### config.mk
export PLATFORM = sky130hd
export DESIGN_NAME = icache_ctrl
export DESIGN_NICKNAME = d
export VERILOG_FILES = /design/src/rtl/icache_pkg.sv /design/src/rtl/icache_line_store.sv /design/src/rtl/icache_ctrl.sv
export SDC_FILE = /design/constraint.sdc
export NUM_CORES = 1
export LEC_CHECK = 0
export CAP_MARGIN = 30
export CORE_AREA = 2 2 291 293
export DETAILED_ROUTE_END_ITERATION = 8
export DIE_AREA = 0 0 293 295
export PLACE_DENSITY = 0.76
export SETUP_SLACK_MARGIN = 0.2
export SYNTH_ARGS = -nofsm -noshare
export SYNTH_HDL_FRONTEND = slang
export SYNTH_SLANG_ARGS = --single-unit
### constraint.sdc
create_clock -name CLK -period 10.3 [get_ports CLK]
set_input_delay 2.575 -clock CLK [delete_from_list [all_inputs] [get_ports CLK]]
set_output_delay 2.575 -clock CLK [all_outputs]
set_load 0.005 [all_outputs]
### src/rtl/icache_pkg.sv
// Shared widths and FSM encoding for the direct-mapped instruction cache.
package icache_pkg;

  localparam int DEF_ADDR_W   = 10;
  localparam int DEF_NUM_SETS = 8;
  localparam int DEF_WPB      = 4;

  localparam int OFFSET_W = $clog2(DEF_WPB);
  localparam int INDEX_W  = $clog2(DEF_NUM_SETS);
  localparam int TAG_W    = DEF_ADDR_W - 2 - OFFSET_W - INDEX_W;
  localparam int BLOCK_W  = 32 * DEF_WPB;

  typedef enum logic [1:0] {
    IDLE   = 2'b00,
    FETCH  = 2'b01,
    UPDATE = 2'b10
  } state_t;

endpackage

### src/rtl/icache_line_store.sv
// Valid/tag/data arrays: one write port, one combinational read port.
module icache_line_store
  import icache_pkg::*;
#(
  parameter int NUM_SETS = DEF_NUM_SETS,
  parameter int IW       = INDEX_W,
  parameter int TW       = TAG_W,
  parameter int BW       = BLOCK_W
) (
  input  logic          CLK,
  input  logic          RESET,
  input  logic          i_we,
  input  logic [IW-1:0] i_windex,
  input  logic [TW-1:0] i_wtag,
  input  logic [BW-1:0] i_wblock,
  input  logic [IW-1:0] i_rindex,
  output logic          o_valid,
  output logic [TW-1:0] o_tag,
  output logic [BW-1:0] o_block
);

  logic [NUM_SETS-1:0] r_valid;
  logic [TW-1:0]       r_tag  [NUM_SETS];
  logic [BW-1:0]       r_data [NUM_SETS];

  // Only the valid bits are cleared; tag and data contents are don't-care until valid.
  always_ff @(posedge CLK or posedge RESET) begin
    if (RESET) begin
      r_valid <= '0;
    end else if (i_we) begin
      r_valid[i_windex] <= 1'b1;
    end
  end

  always_ff @(posedge CLK) begin
    if (i_we) begin
      r_tag[i_windex]  <= i_wtag;
      r_data[i_windex] <= i_wblock;
    end
  end

  assign o_valid = r_valid[i_rindex];
  assign o_tag   = r_tag[i_rindex];
  assign o_block = r_data[i_rindex];

endmodule

### src/rtl/icache_ctrl.sv
// Direct-mapped read-only I-cache: tag compare, word select and refill FSM.
module icache_ctrl
  import icache_pkg::*;
#(
  parameter  int ADDR_W          = DEF_ADDR_W,
  parameter  int NUM_SETS        = DEF_NUM_SETS,
  parameter  int WORDS_PER_BLOCK = DEF_WPB,
  localparam int C_OFF_W         = $clog2(WORDS_PER_BLOCK),
  localparam int C_IDX_W         = $clog2(NUM_SETS),
  localparam int C_TAG_W         = ADDR_W - 2 - C_OFF_W - C_IDX_W,
  localparam int C_BLK_W         = 32 * WORDS_PER_BLOCK
) (
  input  logic                        CLK,
  input  logic                        RESET,
  input  logic [ADDR_W-1:0]           ADDRESS,
  output logic [31:0]                 INSTRUCTION,
  output logic                        BUSYWAIT,
  output logic                        MEM_READ,
  output logic [C_TAG_W+C_IDX_W-1:0]  MEM_ADDRESS,
  input  logic [C_BLK_W-1:0]          MEM_READDATA,
  input  logic                        MEM_BUSYWAIT
);

  state_t                                  r_state;
  logic                                    r_mem_read;
  logic [C_BLK_W-1:0]                      r_fill;

  logic [C_OFF_W-1:0]                      w_offset;
  logic [C_IDX_W-1:0]                      w_index;
  logic [C_TAG_W-1:0]                      w_tag;
  logic                                    w_valid;
  logic [C_TAG_W-1:0]                      w_tag_rd;
  logic [C_BLK_W-1:0]                      w_block;
  logic [WORDS_PER_BLOCK-1:0][31:0]        w_words;
  logic                                    w_hit;
  logic                                    w_unused_lsb;

  assign w_offset     = ADDRESS[C_OFF_W+1:2];
  assign w_index      = ADDRESS[C_OFF_W+C_IDX_W+1:C_OFF_W+2];
  assign w_tag        = ADDRESS[ADDR_W-1:ADDR_W-C_TAG_W];
  assign w_unused_lsb = ^ADDRESS[1:0];

  icache_line_store #(
    .NUM_SETS (NUM_SETS),
    .IW       (C_IDX_W),
    .TW       (C_TAG_W),
    .BW       (C_BLK_W)
  ) u_store (
    .CLK      (CLK),
    .RESET    (RESET),
    .i_we     (r_state == UPDATE),
    .i_windex (w_index),
    .i_wtag   (w_tag),
    .i_wblock (r_fill),
    .i_rindex (w_index),
    .o_valid  (w_valid),
    .o_tag    (w_tag_rd),
    .o_block  (w_block)
  );

  assign w_hit       = w_valid & (w_tag_rd == w_tag);
  assign w_words     = w_block;
  assign INSTRUCTION = w_words[w_offset];
  assign MEM_ADDRESS = {w_tag, w_index};
  assign MEM_READ    = r_mem_read;
  // Held low during reset so the PC's reset value never looks like a pending fetch.
  assign BUSYWAIT    = RESET ? 1'b0 : ((r_state == IDLE) ? ~w_hit : 1'b1);

  always_ff @(posedge CLK or posedge RESET) begin
    if (RESET) begin
      r_state    <= IDLE;
      r_mem_read <= 1'b0;
    end else begin
      case (r_state)
        IDLE: begin
          if (!w_hit) begin
            r_state    <= FETCH;
            r_mem_read <= 1'b1;
          end
        end
        FETCH: begin
          if (!MEM_BUSYWAIT) begin
            r_state    <= UPDATE;
            r_mem_read <= 1'b0;
          end
        end
        UPDATE:  r_state <= IDLE;
        default: r_state <= IDLE;
      endcase
    end
  end

  // Capture the block in the cycle memory presents it; written to the line in UPDATE.
  always_ff @(posedge CLK) begin
    if ((r_state == FETCH) && !MEM_BUSYWAIT) begin
      r_fill <= MEM_READDATA;
    end
  end

endmodule

### Word-level counts from Yosys, hierarchy flattened

Memories as Yosys holds them, arrays and structs flattened.
Cells that the tools add are included.

| word-level totals | value |
|---|---|
| register bits after elaboration | 139 |
| memory bits (writable) | 1048 |
| input bits | 141 |
| output and inout port bits | 40 |
| memories kept | 2 |

| operators by class | value |
|---|---|
| order comparisons | 3 |
| eq/ne operators | 5 |
| muxes and demuxes | 16 |
| bitwise operators | 3 |
| reduce and logical (&&, ||, !) cells | 7 |

Memories:

| name | depth | width | rd ports | clocked after Yosys merged registers in | write ports | RTL line | source |
|---|---|---|---|---|---|---|---|
| u_store.r_data | 8 | 128 | 1 | 0 | 1 | icache_line_store.sv:24 | `logic [BW-1:0] r_data [NUM_SETS];` |
| u_store.r_tag | 8 | 3 | 1 | 0 | 1 | icache_line_store.sv:23 | `logic [TW-1:0] r_tag [NUM_SETS];` |

Operators with widths:

| operator | count |
|---|---|
| 32-bit binary-select mux with 2-bit select | 1 |
| 32-bit two-way mux | 1 |
| 1-bit two-way mux | 8 |
| 8-bit OR | 1 |
| 3-bit by 4-bit < comparator with 1-bit output, second input constant | 1 |
| 2-bit two-way mux | 2 |
| 2-bit != test, second input constant | 2 |
| 2-bit case mux with 2 select lines | 1 |
| 1-bit binary-select mux with 3-bit select | 1 |
| 1-bit demux with 3-bit select | 1 |
| 3-bit equality test | 1 |
| 3-bit by 1-bit greater-or-equal comparator with 1-bit output, second input constant | 1 |
| 2-bit by 3-bit < comparator with 1-bit output, second input constant | 1 |
| 3-bit AND reduction | 1 |
| 2-bit by 1-bit equality test with 1-bit output, second input constant | 1 |
| 2-bit equality test, second input constant | 1 |
| 1-bit logical AND | 2 |
| 2-bit logical NOT | 1 |
| 1-bit case mux with 2 select lines | 1 |
| 2-bit AND reduction | 1 |
| 2-bit nonzero test | 1 |
| 1-bit AND | 1 |
| 1-bit logical NOT | 1 |
| 1-bit inverter | 1 |

### Logic depth before layout (Yosys ltp)

| depth | value |
|---|---|
| depth after elaboration | 6 |
| mapped depth | 9 |
| depth with buffers taken out | 5 |

### By module

Synthesis repeated with hierarchy kept, for this count alone.

| unflattened totals | value |
|---|---|
| cells, all modules | 1742 |
| area total of the unflattened synthesis | 45188.3 um^2 |

By module, submodules not included:

| module | times used | cells each | area each (um^2) | seq. area each (um^2) |
|---|---|---|---|---|
| icache_line_store | 1 | 1551 | 40306.2 | 31670.4 |
| icache_ctrl | 1 | 191 | 4882.2 | 3918.8 |

### Least setup slack after synthesis

Ideal clock, no wire load.

| timing path | value |
|---|---|
| path type | input -> register |
| start | input ADDRESS[4] |
| end | register u_store.r_valid[1] |
| setup time | 122 ps |
| arrival time | 13279 ps |
| setup slack | -3101 ps |
| cell stages on the path | 7 |
| buffers on the path | 4 |
| path through | buf_4 > buf_6 > buf_2 > clkbuf_1 > nand3_1 > nor3_1 > or2_2 |

| between the ends | value |
|---|---|
| cells in the longest elaborated chain, start to end | 5 |
| elaborated cells between the ends (all ways) | 6 |
| classes of those cells | 2 x order compare; 2 x mux; 1 x bitwise; 1 x reduce/logical |

RTL lines:

| element | RTL line | source |
|---|---|---|
| start: declaration | icache_ctrl.sv:15 | `input logic [ADDR_W-1:0] ADDRESS,` |
| 3-bit by 4-bit < comparator with 1-bit output (implied by the code) / 3-bit by 1-bit greater-or-equal comparator with 1-bit output (equally long branches) | icache_line_store.sv:31 | `r_valid[i_windex] <= 1'b1;` |
| 1-bit logical AND (implied by the code) | icache_line_store.sv:31 |  |
| 1-bit two-way mux (implied by the code) | icache_line_store.sv:31 |  |
| 1-bit demux with 3-bit select (*) | - |  |
| 8-bit OR (no source line) (*) | - |  |
| end signal: assignment | icache_line_store.sv:29 | `r_valid <= '0;` |
| end signal: indexed assignment | icache_line_store.sv:31 |  |
| end: declaration | icache_line_store.sv:22 | `logic [NUM_SETS-1:0] r_valid;` |

Mark *: on every way between the ends. The rest lies on a longest branch, timed or not.
A chain may end at the register's enable or synchronous reset.

### Final worst setup path

| timing path | value |
|---|---|
| start | input ADDRESS[5] |
| end | output INSTRUCTION[4] |

| between the ends | value |
|---|---|
| cells in the longest elaborated chain, start to end | 3 |

RTL lines:

| element | RTL line | source |
|---|---|---|
| memory 8 x 128 bit | - |  |
| 32-bit binary-select mux with 2-bit select | icache_ctrl.sv:63 | `assign INSTRUCTION = w_words[w_offset];` |
| 32-bit two-way mux (implied by the code) | icache_ctrl.sv:63 |  |
| end: declaration | icache_ctrl.sv:16 | `output logic [31:0] INSTRUCTION,` |

Every way passes these cells. The select of a mux whose other input is x is not followed.

==> flow_metrics.env <==
export IMPL_setup_viol=0
export IMPL_syn_area_per_cell_um2=20.1
export IMPL_synth_nets=2406
export IMPL_crit_arrival_ps=6020
export IMPL_dieArea_um2=86400
export IMPL_num_antenna_cells=0
export IMPL_cts_resized_gates=0
export IMPL_hold_buffers=0
export IMPL_syn_area_um2=45400
export IMPL_place_hpwl_um=46700
export IMPL_r2r_end="u_store.r_data[0][86]$_DFFE_PP_"
export IMPL_start_util=0.546
export IMPL_cts_tree="done"
export IMPL_hold_path_class="reg -> reg"
export IMPL_clock_fmax_mhz=116
export IMPL_cp_max_fo=124
export IMPL_first_iter_violations=2500
export IMPL_crit_path_end_kind="output port"
export IMPL_cts_buffer_depth=3
export IMPL_final_cell_mix="1176 x edfxtp_1, 183 x mux2i_1, 173 x clkdlybuf4s50_1"
export IMPL_fin_skew_ps=16.7
export IMPL_rows=106
export IMPL_syn_to_final_growth_pct=14.4
export IMPL_wl_per_cell_um=26.3
export IMPL_multi_input_area_um2=9240
export IMPL_grt_ovfl_total=0
export IMPL_grt_max_degree=142
export IMPL_htree_levels=3
export IMPL_start_kind="input pin"
export IMPL_drc=0
export IMPL_status="completed"
export IMPL_r2r_cells=4
export IMPL_worst_pin_slew_ps=1230
export IMPL_path_clk_slew_ps=60
export IMPL_yosysWarningCount=0
export IMPL_antenna_found_initial=5
export IMPL_p_leak_nw=16.8
export IMPL_fin_tns_setup_ps=0
export IMPL_grt_first_pass_wirelength_um=142000
export IMPL_min_period_ps=8600
export IMPL_synth_largest_area_cell="edfxtp_1"
export IMPL_rsz0062_at_grt="no"
export IMPL_drive_gt1_frac=0.184
export IMPL_place_gp_congestion=0.716
export IMPL_antenna_left=0
export IMPL_routed_wl_um=95600
export IMPL_r2r_start="r_state[0]$_DFFE_PP0P_"
export IMPL_layout_commonest_cell="edfxtp_1"
export IMPL_coreArea_um2=83200
export IMPL_root_buffer="clkbuf_16"
export IMPL_setup_worst_path_class="in -> out"
export IMPL_synth_top_area_share=0.777
export IMPL_num_fill_cells=5376
export IMPL_cts_num_sinks=1187
export IMPL_seq_area_um2=35600
export IMPL_postCtsSetupBuffers=0
export IMPL_portBuffers=178
export IMPL_clkLatencyLatePin_ps=680
export IMPL_nets=2592
export IMPL_max_cap_viol_count=0
export IMPL_peakVddDrop_mv=0.129
export IMPL_p_total_mw=10.3
export IMPL_ys_seq_elements=1187
export IMPL_synthCells=2265
export IMPL_die_x_um=293
export IMPL_cts_buffers=112
export IMPL_via_per_inst=6.11
export IMPL_routed_via_count=22200
export IMPL_ios=181
export IMPL_cp_endpoint="INSTRUCTION[4]"
export IMPL_r2r_slack_ps=7230
export IMPL_finalCritPeriodShare=0.834
export IMPL_die_y_um=295
export IMPL_synth_area_leaders="edfxtp_1 78%, mux4_2 6.1%, mux2i_1 4.0%, mux2_2 3.5%, a22oi_1 1.3%"
export IMPL_powerDensity_nw_per_um2=198
export IMPL_slew_viol_final=0
export IMPL_grt_usage=0.221
export IMPL_final_hold_viol_count=0
export IMPL_drtPass1Iterations=5
export IMPL_ys_seq_area_frac=0.784
export IMPL_yosysUniqueCellTypes=31
export IMPL_maxSlewHeadroom=0.181
export IMPL_crit_start="ADDRESS[5]"
export IMPL_crit_required_ps=7730
export IMPL_grt_pass1_vias=22800
-- layer usage --
layer | share of wire | routed length (um) | up-vias | global-route usage
met5 | 0.00028 | 27 | - | 0
met4 | 0.025 | 2360 | 4 | 0.0710
met3 | 0.067 | 6410 | 154 | 0.0298
met2 | 0.49 | 46700 | 924 | 0.361
met1 | 0.42 | 40100 | 11500 | 0.313
li1 | - | - | 9638 | -
-- worst min-delay path by stage --
stage,startpoint,to,slack [ps],cells past startpoint
floorplan,u_store.r_valid[1]$_DFFE_PP0P_,u_store.r_valid[1]$_DFFE_PP0P_,430,1
global placement,u_store.r_valid[1]$_DFFE_PP0P_,u_store.r_valid[1]$_DFFE_PP0P_,450,1
detailed placement,u_store.r_valid[7]$_DFFE_PP0P_,u_store.r_valid[7]$_DFFE_PP0P_,450,1
CTS,u_store.r_valid[6]$_DFFE_PP0P_,u_store.r_valid[6]$_DFFE_PP0P_,470,1
global route,u_store.r_valid[7]$_DFFE_PP0P_,u_store.r_valid[7]$_DFFE_PP0P_,480,1
finish,u_store.r_valid[6]$_DFFE_PP0P_,u_store.r_valid[6]$_DFFE_PP0P_,470,1
-- where the power goes --
part | switching [mW] | internal, mW
Clock | 1.71 | 2.30
Combinational | 0.330 | 0.254
Sequential | 0.133 | 5.55
-- stage by stage --
step / instance area [um2] / utilization / instances / hold slack, ps / setup WS [ps]
2_1_floorplan: 45400 / - / 2265 / 434 / 502
3_3_place_gp: 48300 / 0.581 / 3415 / 446 / 1870
3_5_place_dp: 48300 / 0.581 / 3415 / 452 / 1820
4_1_cts: 51900 / 0.624 / 3625 / 469 / 1820
5_1_grt: 51900 / 0.625 / 3627 / 479 / 1610
6_report: 51900 / 0.625 / 3627 / 471 / 1700
-- kinds of logic (layout without fill, tap and decap cells) --
family,count (synthesis),after routing,synth area share
AOI/OAI and AO/OA,316,316,0.0438
xor gates and xnor gates,3,3,0.000579
buffers and inverters,132,414,0.0151
DFF,1187,1187,0.784
muxes,450,450,0.137
and+or+nand+nor,177,177,0.0198
-- critical path: stages --
cell	delay, ps
buf_8	610
buf_12	490
mux2_2	410
a21boi_0	250
o21ai_0	140
nand3_1	270
nand4_1	240
clkdlybuf4s50_1	510
-- final cells by class --
class | instances | share of cell area
Multi-Input combinational cell | 946 | 0.178
Sequential cell | 1187 | 0.685
Clock inverter | 57 | 0.0106
Inverter | 3 | 0.000217
Tap cell | 1080 | 0.0260
Timing Repair Buffer | 201 | 0.0414
Clock buffer | 153 | 0.0587
-- synth_stat cells --
library cell and count:
a211oi_1 10, a21boi_0 71, a21oi_1 81, a22oi_1 80, and2_1 1, buf_1 8, buf_2 29, buf_4 35
buf_6 1, clkbuf_1 52, clkbuf_4 4, dfrtp_1 11, edfxtp_1 1176, inv_1 3, mux2_2 143, mux2i_1 183
mux4_2 124, nand2_1 25, nand2b_1 3, nand3_1 94, nand3b_1 1, nand4_1 18, nor2_1 10, nor2b_1 12
nor3_1 4, nor4_1 1, o21ai_0 72, o21ai_1 1, o32ai_1 1, or2_2 8, xnor2_1 3
-- flip-flops by register name, summed over array words and instances (netlist names) --
signal and cells:
r_state 2, r_fill 128, MEM_READ 1, u_store.r_valid 8
u_store.r_tag 24, u_store.r_data 1024
(Power assumes the default switching activity.)
